===== src/rtl/m_port_bank.sv =====
// Bank of NCH PicoBlaze output registers on the KCPSM port bus: shadowed multi-byte
// writes committed atomically on the top byte, registered byte readback, optional pulse mode.

module m_port_bank_ch #(
  parameter int              WIDTH     = 16,
  parameter int              NB        = 2,
  parameter bit              PULSE     = 1'b0,
  parameter int              PULSE_LEN = 16,
  parameter logic [WIDTH-1:0] RESET_VAL = '0
) (
  input  logic             clk,
  input  logic             rst_n,
  input  logic             wr_i,
  input  logic [7:0]       bsel_i,
  input  logic [7:0]       data_i,
  output logic [WIDTH-1:0] val_o,
  output logic             upd_o
);
  logic [NB*8-1:0]  shadow_q, shadow_d, word;
  logic [WIDTH-1:0] val_q, val_d;
  logic [15:0]      cnt_q, cnt_d;
  logic             upd_q, upd_d, commit;

  always_comb begin
    commit = wr_i && (bsel_i == 8'(NB-1));
    // Commit word: incoming top byte over the retained lower shadow bytes.
    word = shadow_q;
    word[(NB-1)*8 +: 8] = data_i;
    shadow_d = shadow_q;
    for (int k = 0; k < NB-1; k++)
      if (wr_i && bsel_i == 8'(k)) shadow_d[k*8 +: 8] = data_i;
    val_d = val_q;
    cnt_d = cnt_q;
    upd_d = 1'b0;
    if (commit) begin
      val_d = WIDTH'(word);
      upd_d = 1'b1;
      cnt_d = PULSE ? 16'(PULSE_LEN) : 16'd0;
    end else if (cnt_q != 16'd0) begin
      cnt_d = cnt_q - 16'd1;
      if (cnt_q == 16'd1) val_d = '0;
    end
  end

  always_ff @(posedge clk or negedge rst_n) begin
    if (!rst_n) begin
      shadow_q <= '0;
      val_q    <= RESET_VAL;
      cnt_q    <= '0;
      upd_q    <= 1'b0;
    end else begin
      shadow_q <= shadow_d;
      val_q    <= val_d;
      cnt_q    <= cnt_d;
      upd_q    <= upd_d;
    end
  end

  assign val_o = val_q;
  assign upd_o = upd_q;
endmodule

module m_port_bank #(
  parameter int               NCH        = 4,
  parameter int               WIDTH      = 16,
  parameter logic [7:0]       BASE       = 8'h00,
  parameter logic [NCH-1:0]   PULSE_MASK = '0,
  parameter int               PULSE_LEN  = 16,
  parameter logic [WIDTH-1:0] RESET_VAL  = '0
) (
  input  logic                 clk,
  input  logic                 rst_n,
  input  logic [7:0]           port_id,
  input  logic [7:0]           out_port,
  input  logic                 write_strobe,
  output logic [7:0]           in_port,
  output logic                 hit,
  output logic [NCH*WIDTH-1:0] out,
  output logic [NCH-1:0]       upd
);
  localparam int NB = (WIDTH + 7) / 8;

  logic [15:0]                 off;
  logic                        in_range;
  logic [NCH-1:0][WIDTH-1:0]   val;
  logic [NCH-1:0][NB*8-1:0]    vext;
  logic [7:0]                  in_port_q, in_port_d;
  logic                        hit_q;

  // 16-bit offset: port_id below BASE wraps high and falls out of range.
  assign off      = {8'h00, port_id} - {8'h00, BASE};
  assign in_range = off < 16'(NCH*NB);

  for (genvar c = 0; c < NCH; c++) begin : g_ch
    logic       sel;
    logic [7:0] bsel;
    assign sel     = in_range && off >= 16'(c*NB) && off < 16'((c+1)*NB);
    assign bsel    = off[7:0] - 8'(c*NB);
    assign vext[c] = (NB*8)'(val[c]);
    m_port_bank_ch #(
      .WIDTH(WIDTH), .NB(NB), .PULSE(PULSE_MASK[c]),
      .PULSE_LEN(PULSE_LEN), .RESET_VAL(RESET_VAL)
    ) u_ch (
      .clk(clk), .rst_n(rst_n),
      .wr_i(write_strobe && sel), .bsel_i(bsel), .data_i(out_port),
      .val_o(val[c]), .upd_o(upd[c])
    );
  end

  always_comb begin
    in_port_d = '0;
    for (int c = 0; c < NCH; c++)
      for (int k = 0; k < NB; k++)
        if (off == 16'(c*NB + k)) in_port_d = vext[c][k*8 +: 8];
  end

  always_ff @(posedge clk or negedge rst_n) begin
    if (!rst_n) begin
      in_port_q <= '0;
      hit_q     <= 1'b0;
    end else begin
      in_port_q <= in_port_d;
      hit_q     <= in_range;
    end
  end

  assign in_port = in_port_q;
  assign hit     = hit_q;
  assign out     = val;
endmodule


===== config.mk =====
export PLATFORM = sky130hd
export DESIGN_NAME = m_port_bank
export DESIGN_NICKNAME = d
export VERILOG_FILES = /design/src/rtl/m_port_bank.sv
export SDC_FILE = /design/constraint.sdc
export NUM_CORES = 1
export LEC_CHECK = 0
export ABC_AREA = 0
export BUFFER_PORTS_ARGS = -buffer_cell sky130_fd_sc_hd__buf_2
export CAP_MARGIN = 20
export CORE_MARGIN = 2
export CORE_UTILIZATION = 43
export CTS_CLUSTER_SIZE = 40
export DETAILED_ROUTE_END_ITERATION = 8
export GPL_ROUTABILITY_DRIVEN = 0
export GPL_TIMING_DRIVEN = 0
export PLACE_DENSITY = 0.69
export SLEW_MARGIN = 5
export SYNTH_ARGS = -nofsm -noshare
export SYNTH_HDL_FRONTEND = slang
export SYNTH_SLANG_ARGS = --single-unit

===== constraint.sdc =====
create_clock -name clk -period 2.1 [get_ports clk]
set_input_delay 0.42 -clock clk [delete_from_list [all_inputs] [get_ports clk]]
set_output_delay 0.42 -clock clk [all_outputs]
set_load 0.1 [all_outputs]

Word-level counts from Yosys, hierarchy flattened
Cells that the tools add are included.
{ "op_classes": {"n_addsub": 7, "order_cmp": 8, "eq_ne": 14, "muxes": 32, "n_reduce_logical": 41} }
{ "ops": {"columns": ["op", "n"], "rows": [
  ["2-to-1 mux 16 bit", 20],
  ["== test 16 x 1 -> 1 bit (second input constant)", 4],
  ["2-to-1 mux 8 bit", 8],
  ["nonzero test 16 bit", 4],
  ["subtractor 16 x 1 -> 16 bit (second input constant)", 4],
  ["== test 8 x 1 -> 1 bit (second input constant)", 4],
  ["== test 8 x 3 -> 1 bit (second input constant)", 4],
  ["zero test 8 bit", 4],
  ["logical AND 1 bit", 20],
  ["== test 8 x 2 -> 1 bit (second input constant)", 2],
  [">= comparator 8 x 3 -> 1 bit (second input constant)", 2],
  ["zero test 16 bit", 1],
  ["less-than comparator 8 x 3 -> 1 bit (second input constant)", 2],
  ["nonzero test 2 bit", 8],
  ["subtractor 8 x 3 -> 8 bit (second input constant)", 2],
  [">= comparator 8 x 1 -> 1 bit (second input constant)", 1],
  [">= comparator 8 x 2 -> 1 bit (second input constant)", 1],
  ["less-than comparator 8 x 2 -> 1 bit (second input constant)", 1],
  ["less-than comparator 8 x 4 -> 1 bit (second input constant)", 1],
  ["AND reduction 2 bit", 4],
  ["subtractor 8 x 2 -> 8 bit (second input constant)", 1],
  ["2-to-1 mux 1 bit", 4]
]} }
{ "totals": {"reg_bits": 173, "inputBits": 19, "output_inout_bits": 77, "wordCells": 120} }

Longest topological paths before layout
{ "depth": {"word_depth": 9, "depth_mapped": 9, "mapped_depth_nobuf": 7} }

By module
Synthesis repeated with hierarchy kept, for this count alone.
{ "hier_totals": {"hier_cells": 970, "hier_area_um2": 9136.3} }
{ "modules_own_cells": {"columns": ["mod", "instances", "cells_each", "area_each_um2", "seq_area_each_um2"], "rows": [
  ["m_port_bank_ch (g_ch[0].u_ch ...)", 3, 198, 1916.8, 1026.0],
  ["m_port_bank_ch (g_ch[3].u_ch)", 1, 195, 1916.8, 1026.0],
  ["m_port_bank", 1, 181, 1468.9, 225.2]
]} }

Least setup slack after synthesis
Ideal clock, no wire load.
{ "synth_timing": {"path_kind": "input-to-reg", "startpoint": "input port port_id[1]", "endpoint": "register g_ch[3].u_ch.cnt_q[10]", "setup_time_ps": 119, "arrival_time_ps": 2566, "t_required_ps": 1981, "path_slack_ps": -585, "stages": 8, "n_path_buf": 2, "path_cell_list": "clkbuf_1 clkinv_1 ha_1 or4_1 or3_4 nor3_4 buf_4 nor2_1"} }
{ "synth_via": {"elab_chain_len": 6, "elab_cells_between_ends": 10, "cone_classes": "add/sub (1); order compare (2); eq/ne (1); mux (1); reduce/logical (5)"} }
{ "synth_lines": {"columns": ["item", "line", "rtl"], "rows": [
  ["start, declared", "73", "input logic [7:0] port_id,"],
  ["parallel branches: the longest is 4 deep, another holds subtractor 8 x 3 -> 8 bit", null, null],
  ["logical AND 1 bit *", "25", "commit = wr_i && (bsel_i == 8'(NB-1));"],
  ["2-to-1 mux 16 bit or nonzero test 2 bit (tied branches)", null, null],
  ["end signal, assigned", "54", "cnt_q <= cnt_d;"],
  ["end, declared", "21", "logic [15:0] cnt_q, cnt_d;"]
]} }
Every way passes the cells marked *.
A chain may end at the register's enable or synchronous reset.

Worst setup path in the final report
{ "layout_timing": {"startpoint": "input port port_id[1]", "endpoint": "register g_ch[3].u_ch.val_q[8]"} }
{ "layout_via": {"elab_chain_len": 7, "elab_cells_between_ends": 12, "cone_classes": "add/sub (1); order compare (2); eq/ne (1); mux (1); reduce/logical (7)"} }
{ "layout_lines": {"columns": ["item", "line", "rtl"], "rows": [
  ["parallel branches: the longest is 4 deep, another holds subtractor 8 x 3 -> 8 bit", null, null],
  ["logical AND 1 bit *", "25", null],
  ["nonzero test 2 bit (no source line)", null, null],
  ["AND reduction 2 bit (no source line)", null, null],
  ["end signal, assigned", "53", "val_q <= val_d;"],
  ["end, declared", "20", "logic [WIDTH-1:0] val_q, val_d;"]
]} }
Marked as above.

==> results.toml <==
[worst_setup_path]
crit_buf_inv = 5
required_ps = 2470
startpoint = "port_id[1]"
crit_fanout = 8
critPathMaxStageDelay_ps = 480
start_kind = "primary input"
crit_family = "simple AND/OR/NAND/NOR gates"
cp_common_cell = "buf_8"
r2r-start = "g_ch[1].u_ch.cnt_q[13]$_DFFE_PN0P_"
crit_path_end_kind = "flip-flop"
cp_data_arrival_time_ps = 2470
critPathKind = "primary input to flip-flop"
slowest_stage = "or4_4"
crit_chain = "buf_8, clkbuf_16, clkinv_8, ha_4, or4_4, or3_4, nor3_4, buf_12, buf_8, a22o_1"

[logic_synthesis]
synth.cell_area_mm2 = 0.00815
synthArstFlopShare = 1.00
synthSimpleGateAreaFrac = 0.181
synth_area_leaders = "dfrtp_1, a22o_1, mux2_2, nor2_1, xnor2_1"
ys_seq_elements = 173
synth_mux_area_frac = 0.0553
synth_ff_type = "dfrtp_1"
syn_nets = 808
postSynthCellCount = 774
synth_xor_area_frac = 0.0430
netlist.area_leader.share = 0.531
synth_top_family_by_area = "simple AND/OR/NAND/NOR gates"
synth_cell_type_count = 54
yosys_warnings = 0
yosysSeqAreaShare = 0.531
synthAdderAreaFrac = 0.0230
synth_largest_area_cell = "dfrtp_1"
synth-compound-area-share = 0.135
synth.avg_cell_area_um2 = 10.5
synth-edff-count = 0

[timing]
period_needed_ps = 2100
hold_viol_final = 0
fin_skew_ps = 8.77
finalMaxSlewViolations = 0
hold_slack_ps = 356
max_freq_mhz = 477
post-route-period-util = 0.999
maxSlewHeadroom = 0.559
finalSetupViolations = 0
rsz0062_at_grt = "yes"
tightest_slew_ps = 656
fin_ws_ps = 2.80

[run_status]
status = "finished, final reports clean"

[power_and_ir_drop]
clkPwrFrac = 0.367
p_per_area_mw_per_mm2 = 862
p_sw_mw = 2.69
netSwitchingFraction = 0.311
total_leakage_power_nw = 4.45
seqPwrFrac = 0.472
peakVddDrop_v = 0.000619
power_frac_comb = 0.161
p_int_mw = 5.97

[cts]
cts_tree = "built"
cts-root-buf = "clkbuf_16"
cts.reportedPaths.clkPinSlew_ps = 60
ctsHtreeMaxLevel = 4
cts_made_buffers = 17
cts_sinks = 173
cts.path.max_buffers = 2
worstSkewPairLatency_ps = 440

[finish]
n_antenna_cell = 0
final_cell_mix = "dfrtp_1, buf_2, nor2_1"
nFillCells = 1661
syn2layout_area_growth_pct = 23.3
final_common_cell = "dfrtp_1"
drive_above_1_share = 0.261
regArea_mm2 = 0.00433
multiInputGateArea_mm2 = 0.00380
nets = 936

[floorplan]
die_h_um = 142
rows = 50
dieArea_mm2 = 0.0201
die_w_um = 142
start_util = 0.437
core-area_mm2 = 0.0186
boundaryPins = 96

[place]
dp_hpwl_mm = 15.0
io_buffers = 94
pre_cts_slack_ps = -646

[global_route]
grt_max_degree = 108
grt_pass1_wl_mm = 34.8
antenna_found_initial = 0
grt_pass1_vias = 6372
grt_overflow = 0
grt_usage = 0.225

[drt]
dr.pass1.iters = 5
drt_iter0_markers = 452
vias = 6493
drc = 0
viasPerCell = 5.65
post_drt_wl_per_cell_um = 19.1
ant_nets = 0
totalWireLength_mm = 21.9

[worst_hold_path]
hp-class = "primary input to flip-flop"
min-delay-start = "out_port[5]"

[flow_run]
cap_violations = 0
[power groups by stage]
stage	combinational [mW]	sequential, mW	clock (mW)
after CTS	1.35	4.04	3.21
after floorplan	0.839	4.14	0
after global routing	1.58	4.14	3.37
after detailed placement	1.32	4.07	0
after global placement	1.27	4.06	0
final	1.39	4.09	3.17
[cells in the mapped netlist, drive strengths merged, types with 2 or more instances]
| cell type | number |
|---|---|
| a211oi | 4 |
| a21oi | 41 |
| a22o | 48 |
| a22oi | 8 |
| a31oi | 9 |
| and2 | 3 |
| and3 | 4 |
| and4 | 2 |
| buf | 11 |
| clkbuf | 28 |
| dfrtp | 173 |
| ha | 15 |
| inv | 19 |
| mux2 | 32 |
| mux2i | 9 |
| nand2 | 61 |
| nand2b | 4 |
| nand3 | 22 |
| nand3b | 6 |
| nand4 | 8 |
| nand4b | 2 |
| nor2 | 84 |
| nor2b | 4 |
| nor3 | 31 |
| nor4 | 24 |
| nor4b | 5 |
| o211ai | 2 |
| o21ai | 38 |
| o22a | 7 |
| or2 | 2 |
| or3 | 13 |
| or4 | 5 |
| xnor2 | 31 |
| xor2 | 9 |
[final timing paths]
path / slack (ps) / cells after the start / to
worst min-delay path: 360 / 3 / g_ch[2].u_ch.val_o[13]$_DFFE_PN0P_
max in group asynchronous: 690 / 3 / g_ch[2].u_ch.cnt_q[0]$_DFFE_PN0P_
worst max-delay path: 3 / 10 / g_ch[3].u_ch.val_o[8]$_DFFE_PN0P_
worst max register to register: 60 / 5 / g_ch[1].u_ch.val_o[8]$_DFFE_PN0P_
min in group asynchronous: 510 / 2 / g_ch[3].u_ch.cnt_q[7]$_DFFE_PN0P_
worst min register to register: 480 / 2 / g_ch[2].u_ch.val_o[2]$_DFFE_PN0P_
[cell families (layout without fill, tap and decap cells)]
| group | count (synthesis) | after routing |
|---|---|---|
| flops | 173 | 173 |
| compound gates | 164 | 164 |
| fa+ha+maj | 15 | 15 |
| buf+inv | 59 | 200 |
| mux | 41 | 41 |
| xor+xnor | 40 | 40 |
| simple gates | 282 | 282 |
[worst register-to-register path, cell delays in order, from the launching register on]
cell	delay [ps]
dfrtp_1	410
or4_4	610
nor4_4	340
a31oi_4	170
clkbuf_8	230
a22o_1	180
[layer usage]
layer  vias to the layer above  GRT usage  share of wire
met5                         -          0              0
met4                         0     0.0853          0.029
met3                        45     0.0459          0.048
met2                       159      0.354           0.48
met1                      3244      0.310           0.45
li1                       3045          -              -
[stage by stage]
stage / total power [mW] / cells / instance area, um2 / TNS (ps) / util
2_1_floorplan: 4.98 / 774 / 8200 / -7730 / -
3_3_place_gp: 5.33 / 1102 / 8970 / -428970 / 0.481
3_5_place_dp: 5.39 / 1103 / 9000 / -58950 / 0.483
4_1_cts: 8.61 / 1143 / 9800 / 0 / 0.525
5_1_grt: 9.09 / 1149 / 10000 / -491 / 0.539
6_report: 8.66 / 1149 / 10000 / 0 / 0.539
[registers in the layout, indices dropped and copies added, names as in the netlist]
name and count:
g_ch.u_ch.shadow_q 32, g_ch.u_ch.upd_o 4, g_ch.u_ch.cnt_q 64, g_ch.u_ch.val_o 64, hit 1, in_port 8
[cell type report]
type,instances,share of cell area
multi-input cells,542,0.378
repair buffers,114,0.0721
clock inverters,14,0.0157
well taps,234,0.0292
inverters,20,0.00897
clock buffers,18,0.0427
flip-flops and latches,173,0.431
plain buffers,34,0.0217
[timing repair]
item                                    in CTS  in global routing
pin swaps                                    3                  6
gates cloned                                 1                  2
hold buffers                                 1                  0
hold endpoints to repair                    66                  0
endpoints found under the setup margin      71                111
resized for setup                           28                 39
setup buffers                                8                  7
(Power assumes the default switching activity.)
